File: config.mk
export PLATFORM = sky130hd
export DESIGN_NAME = clk_div_ctrl
export DESIGN_NICKNAME = d
export VERILOG_FILES = /design/src/rtl/clk_div_ctrl.sv
export SDC_FILE = /design/constraint.sdc
export NUM_CORES = 1
export LEC_CHECK = 0
export ABC_AREA = 1
export ABC_CLOCK_PERIOD_IN_PS = 2900
export CELL_PAD_IN_SITES_DETAIL_PLACEMENT = 1
export CELL_PAD_IN_SITES_GLOBAL_PLACEMENT = 2
export CORE_MARGIN = 1.5
export CORE_UTILIZATION = 34
export CTS_CLUSTER_SIZE = 30
export DETAILED_ROUTE_END_ITERATION = 10
export DONT_BUFFER_PORTS = 1
export GPL_ROUTABILITY_DRIVEN = 0
export PLACE_DENSITY_LB_ADDON = 0.1
export SYNTH_ARGS = -nofsm -noshare
export SYNTH_HDL_FRONTEND = slang
export SYNTH_SLANG_ARGS = --single-unit
export TNS_END_PERCENT = 10
File: constraint.sdc
create_clock -name clk -period 2.9 [get_ports clk]
set_input_delay 0 -clock clk [delete_from_list [all_inputs] [get_ports clk]]
set_output_delay 0 -clock clk [all_outputs]
set_load 0.02 [all_outputs]
File: src/rtl/clk_div_ctrl.sv
// clk_div_ctrl: run-time programmable clock divider with run/halt control.
//
// Divides the board clock by a loadable divisor N (>= 2). The phase counter
// runs 0..N-1; clk_out is low for floor(N/2) cycles and high for the rest of
// the period, and is driven straight from a flop. A one-cycle tick marks the
// first high cycle. New divisors are staged in a pending register and only
// take effect at a period boundary, so clk_out never shows a runt pulse.
// Dropping run lets the current period finish before the divider halts.
//
// Optional build macro:
//   CLKDIV_STEP_EN - adds a STEP state: a step pulse while halted produces
//                    exactly one clk_out period, then the divider halts again.
//                    Without it the step port is accepted but ignored.
module clk_div_ctrl #(
  parameter int CNT_W       = 8,
  parameter int DIV_DEFAULT = 2
) (
  input  logic             clk,
  input  logic             reset,
  input  logic             run,
  input  logic [CNT_W-1:0] div_in,
  input  logic             div_load,
  input  logic             step,
  output logic             clk_out,
  output logic             tick,
  output logic [CNT_W-1:0] div_active,
  output logic             pending,
  output logic             halted
);

  // Divisor in effect after reset; anything below 2 would stall the counter.
  localparam logic [CNT_W-1:0] DIV_RST =
    (DIV_DEFAULT < 2) ? CNT_W'(2) : CNT_W'(DIV_DEFAULT);

  typedef enum logic [1:0] {
    ST_HALT  = 2'd0,
    ST_RUN   = 2'd1,
    ST_DRAIN = 2'd2,
    ST_STEP  = 2'd3
  } state_t;

  state_t           state;
  state_t           state_nxt;

  logic [CNT_W-1:0] cnt;
  logic [CNT_W-1:0] cnt_nxt;
  logic [CNT_W-1:0] half;
  logic [CNT_W-1:0] pend_div;

  logic             counting;
  logic             at_last;
  logic             wrap;
  logic             apply_pend;

  // Divisors 0 and 1 are meaningless for a two-phase clock; force them to 2.
  function automatic logic [CNT_W-1:0] clamp_div(input logic [CNT_W-1:0] d);
    return (d < CNT_W'(2)) ? CNT_W'(2) : d;
  endfunction

  // Length of the low phase for divisor n: floor(n/2).
  function automatic logic [CNT_W-1:0] low_len(input logic [CNT_W-1:0] n);
    return n >> 1;
  endfunction

`ifndef CLKDIV_STEP_EN
  // The step strobe has no function in this build.
  logic unused_step;
  assign unused_step = step;
`endif

  // Phase decode shared by the FSM and the counter.
  always_comb begin
    half    = low_len(div_active);
    at_last = (cnt == (div_active - CNT_W'(1)));
    wrap    = counting && at_last;
    // HALT has no period in flight, so a pending divisor can go in at once.
    apply_pend = pending && (halted || wrap);
  end

  // FSM state register.
  always_ff @(posedge clk or posedge reset) begin
    if (reset) begin
      state <= ST_HALT;
    end else begin
      state <= state_nxt;
    end
  end

  // FSM next-state logic; every exit to HALT lands on a period boundary.
  always_comb begin
    state_nxt = state;
    case (state)
      ST_HALT: begin
        if (run) begin
          state_nxt = ST_RUN;
`ifdef CLKDIV_STEP_EN
        end else if (step) begin
          state_nxt = ST_STEP;
`endif
        end
      end
      ST_RUN: begin
        if (!run) begin
          state_nxt = at_last ? ST_HALT : ST_DRAIN;
        end
      end
      ST_DRAIN: begin
        // run is deliberately ignored here: the period always completes.
        if (at_last) begin
          state_nxt = ST_HALT;
        end
      end
`ifdef CLKDIV_STEP_EN
      ST_STEP: begin
        // Further step pulses are ignored until the single period is done.
        if (at_last) begin
          state_nxt = ST_HALT;
        end
      end
`endif
      default: state_nxt = ST_HALT;
    endcase
  end

  // FSM outputs: halted flag and the counter enable.
  always_comb begin
    halted   = (state == ST_HALT);
    counting = (state != ST_HALT);
  end

  // Next phase: advance and wrap while counting, hold at zero when halted.
  always_comb begin
    if (counting) begin
      cnt_nxt = at_last ? '0 : (cnt + CNT_W'(1));
    end else begin
      cnt_nxt = '0;
    end
  end

  // Phase counter and registered clock/tick, both derived from the next phase.
  always_ff @(posedge clk or posedge reset) begin
    if (reset) begin
      cnt     <= '0;
      clk_out <= 1'b0;
      tick    <= 1'b0;
    end else begin
      cnt     <= cnt_nxt;
      // At a wrap cnt_nxt is 0, so the old divisor's half is still correct.
      clk_out <= (cnt_nxt >= half);
      tick    <= (cnt_nxt == half);
    end
  end

  // Active divisor and pending flag; a load on a boundary waits for the next.
  always_ff @(posedge clk or posedge reset) begin
    if (reset) begin
      div_active <= DIV_RST;
      pending    <= 1'b0;
    end else begin
      if (apply_pend) begin
        div_active <= pend_div;
      end
      if (div_load) begin
        pending <= 1'b1;
      end else if (apply_pend) begin
        pending <= 1'b0;
      end
    end
  end

  // Pending divisor value; only meaningful while pending is set.
  always_ff @(posedge clk) begin
    if (div_load) begin
      pend_div <= clamp_div(div_in);
    end
  end

endmodule
==> flow_summary.ini <==
[outcome]
status = complete, no violations

[worst_hold_path]
min_from = div_in[1]
whs_endpoint = pend_div[0]
hp-class = input pin to flip-flop
hold_depth = 3

[worst_setup_path]
reg2regPathDepth = 18
crit_arrival_ns = 2.86
startpoint_type = flip-flop
crit_type = flip-flop to flip-flop
regToRegStartpoint = div_active[1]
r2r-end = clk_out
rrSetupSlack_ns = 0.23
cp_max_fo = 7
end_kind = flip-flop
worstPathRequired_ns = 3.09

[synthesis]
syn_inst = 201
synth_top_cell_by_area = dfrtp_1
synth.yosys.seq_area_share_pct = 47.4
synth_edf_count = 8
synth.area.top_cells = dfrtp_1 (31%), edfxtp_1 (15%), nand2_1 (12%), ha_1 (7.0%), nand3_1 (6.5%)
ys_warn_count = 0
async_flop_share_pct = 72.4
netlist_area_sq_um = 1620
ys_ff_latch = 29
ys_types = 31
synthesis.nets = 223
ys.flop_type = dfrtp_1
post-synth-top-area-fraction_pct = 30.9
syn_avg_cell_area_sq_um = 8.05

[sta]
finalWorstSetupSlack_ns = 0.235
slew_headroom_pct = 43.3
setup_viol = 0
min_period_ns = 2.67
max_freq_mhz = 375
worst_pin_slew_ns = 0.849
final_hold_viol_count = 0
drv_slew = 0
rsz0062_at_grt = false
holdWs_ns = 0.0708
fin_skew_ns = 0.00207
tns_ns = 0
fin_crit_sh_pct = 91.9

[route]
ant_nets = 0
drtIter0Drc = 53
drtPass1Iterations = 4
routed_wl_mm = 3.89
drcViolationCount = 0
vias = 1284
detail_route.wl_per_cell_um = 14.5
avgViaCountPerCell = 4.79

[pwr]
p_leak_nw = 0.972
powerDensity_nw_per_um2 = 1090
power_mw = 2.11
ir_drop_mv = 0.490

[layout]
area_growth_pct = 19.3
finish.utilization_pct = 43.2
antenna_cells = 0
fin_cells = 268
drive_gt1_share_pct = 11.1
fin_area_sq_um = 1930
layout.nets = 237

[global_routing]
grt_start_max_net_pins = 22
grt_pass1_vias = 1441
grt_pass1_wl_mm = 6.61
grt-ovfl-total = 0
grt_antenna_before_repair = 0
track_usage_pct = 16.9

[clock_network]
cts_sinks = 29
path_clk_slew_ns = 0.07
cts_tree = done
cts_made_buffers = 5
h-tree-depth = 2
insertion_delay_ns = 0.28
cts_buffer_depth = 2
cts_root_buf = clkbuf_8

[placement]
dp_hpwl_mm = 2.99
place_area_sq_um = 1670
port-buffer-count = 0
preCtsSetupSlack_ns = 0.150
post-place-cells = 248

[die]
dieArea_sq_um = 5180
rows = 24
start_util_pct = 36.2
pin_count = 25
die_w_um = 72.0
coreArea_sq_um = 4470
die_h_um = 72.0

[flow_run]
maxCapViolCount = 0
-- cells by family (layout without fill, tap and decap cells) --
group / Yosys count / in the layout / synth area share, %
and+or+nand+nor: 111 / 111 / 29.7
DFF: 29 / 29 / 47.4
adders and majority gates: 9 / 9 / 6.96
xor gates and xnor gates: 5 / 5 / 2.71
buffers and inverters: 36 / 51 / 8.96
AOI/OAI and AO/OA: 11 / 11 / 4.33
-- cells in the mapped netlist (all sizes together) (2+ instances only) --
cell type,number
buf,2
edfxtp,8
inv,27
clkbuf,7
a21oi,5
nor2,27
xor2,3
ha,9
xnor2,2
nor3b,3
nand3,21
nand2,55
dfrtp,20
-- final cells by class --
type	count	area (sq um)
Inverter	27	101
Tap cell	52	65.1
Clock buffer	5	68.8
Clock inverter	3	46.3
Timing Repair Buffer	16	151
Multi-Input combinational cell	136	732
Sequential cell	29	767
Fill cell	537	2540
-- state kept, by name, summed over array words and instances (netlist names) --
| register | flops |
|---|---|
| clk_out | 1 |
| tick | 1 |
| pend_div | 8 |
| div_active | 8 |
| pending | 1 |
| cnt | 8 |
| state | 2 |
-- worst max path at each step --
stage,startpoint,endpoint,slack (ns),cells past startpoint
detailed placement,div_active[1],clk_out,0.15,18
CTS,div_active[1],clk_out,0.13,18
global route,div_active[4],clk_out,0.02,13
finish,div_active[1],clk_out,0.23,18
global placement,div_active[1],clk_out,0.31,19
floorplan,div_active[1],clk_out,0.36,19
-- cell usage in the layout (no fill, tap or decap), types with 2 or more instances in the layout --
master,instances
buf_4,4
dfrtp_1,20
nand2_1,52
a21oi_1,5
xnor2_1,2
dlygate4sd3_1,11
xor2_1,3
clkbuf_8,5
nand2_2,2
nor2_2,2
ha_1,8
nand3_1,20
inv_1,26
edfxtp_1,8
nor2_1,25
nor3b_1,2
-- routing by layer --
| layer | share of wire [%] | track usage, % | vias to the layer above |
|---|---|---|---|
| li1 | - | - | 656 |
| met2 | 51 | 31.0 | 23 |
| met1 | 44 | 19.7 | 599 |
| met4 | 1.4 | 5.03 | 0 |
| met5 | 0 | 0 | - |
| met3 | 3.3 | 3.89 | 6 |
-- what timing repair did --
item / 4_1_cts / 5_1_grt
setup endpoints to repair: 0 / 1
endpoints found under the hold margin: 39 / 0
hold buffers: 11 / 0
setup buffers: 0 / 1
resized for setup: 0 / 5
-- power by group --
part	switching, mW	internal (mW)	leakage (nW)	total [mW]
combinational	0.571	0.364	0.572	0.935
sequential	0.211	0.534	0.346	0.745
clock	0.176	0.257	0.0543	0.433
-- worst max-delay path, cell delays in order (launching register included) --
cell and delay, ns:
dfstp_2 0.53, inv_1 0.07, ha_4 0.22, nand2_1 0.06, inv_1 0.04, nor2_1 0.10
nand2_1 0.06, nor2_1 0.10, nand3_1 0.11, nor2_2 0.13, nand2_2 0.08, nand2_4 0.13
nor3b_2 0.07, ha_1 0.31, nand2_1 0.07, inv_1 0.07, nand3_2 0.08, o211a_1 0.15
o211ai_1 0.21
(Power assumes the default switching activity.)
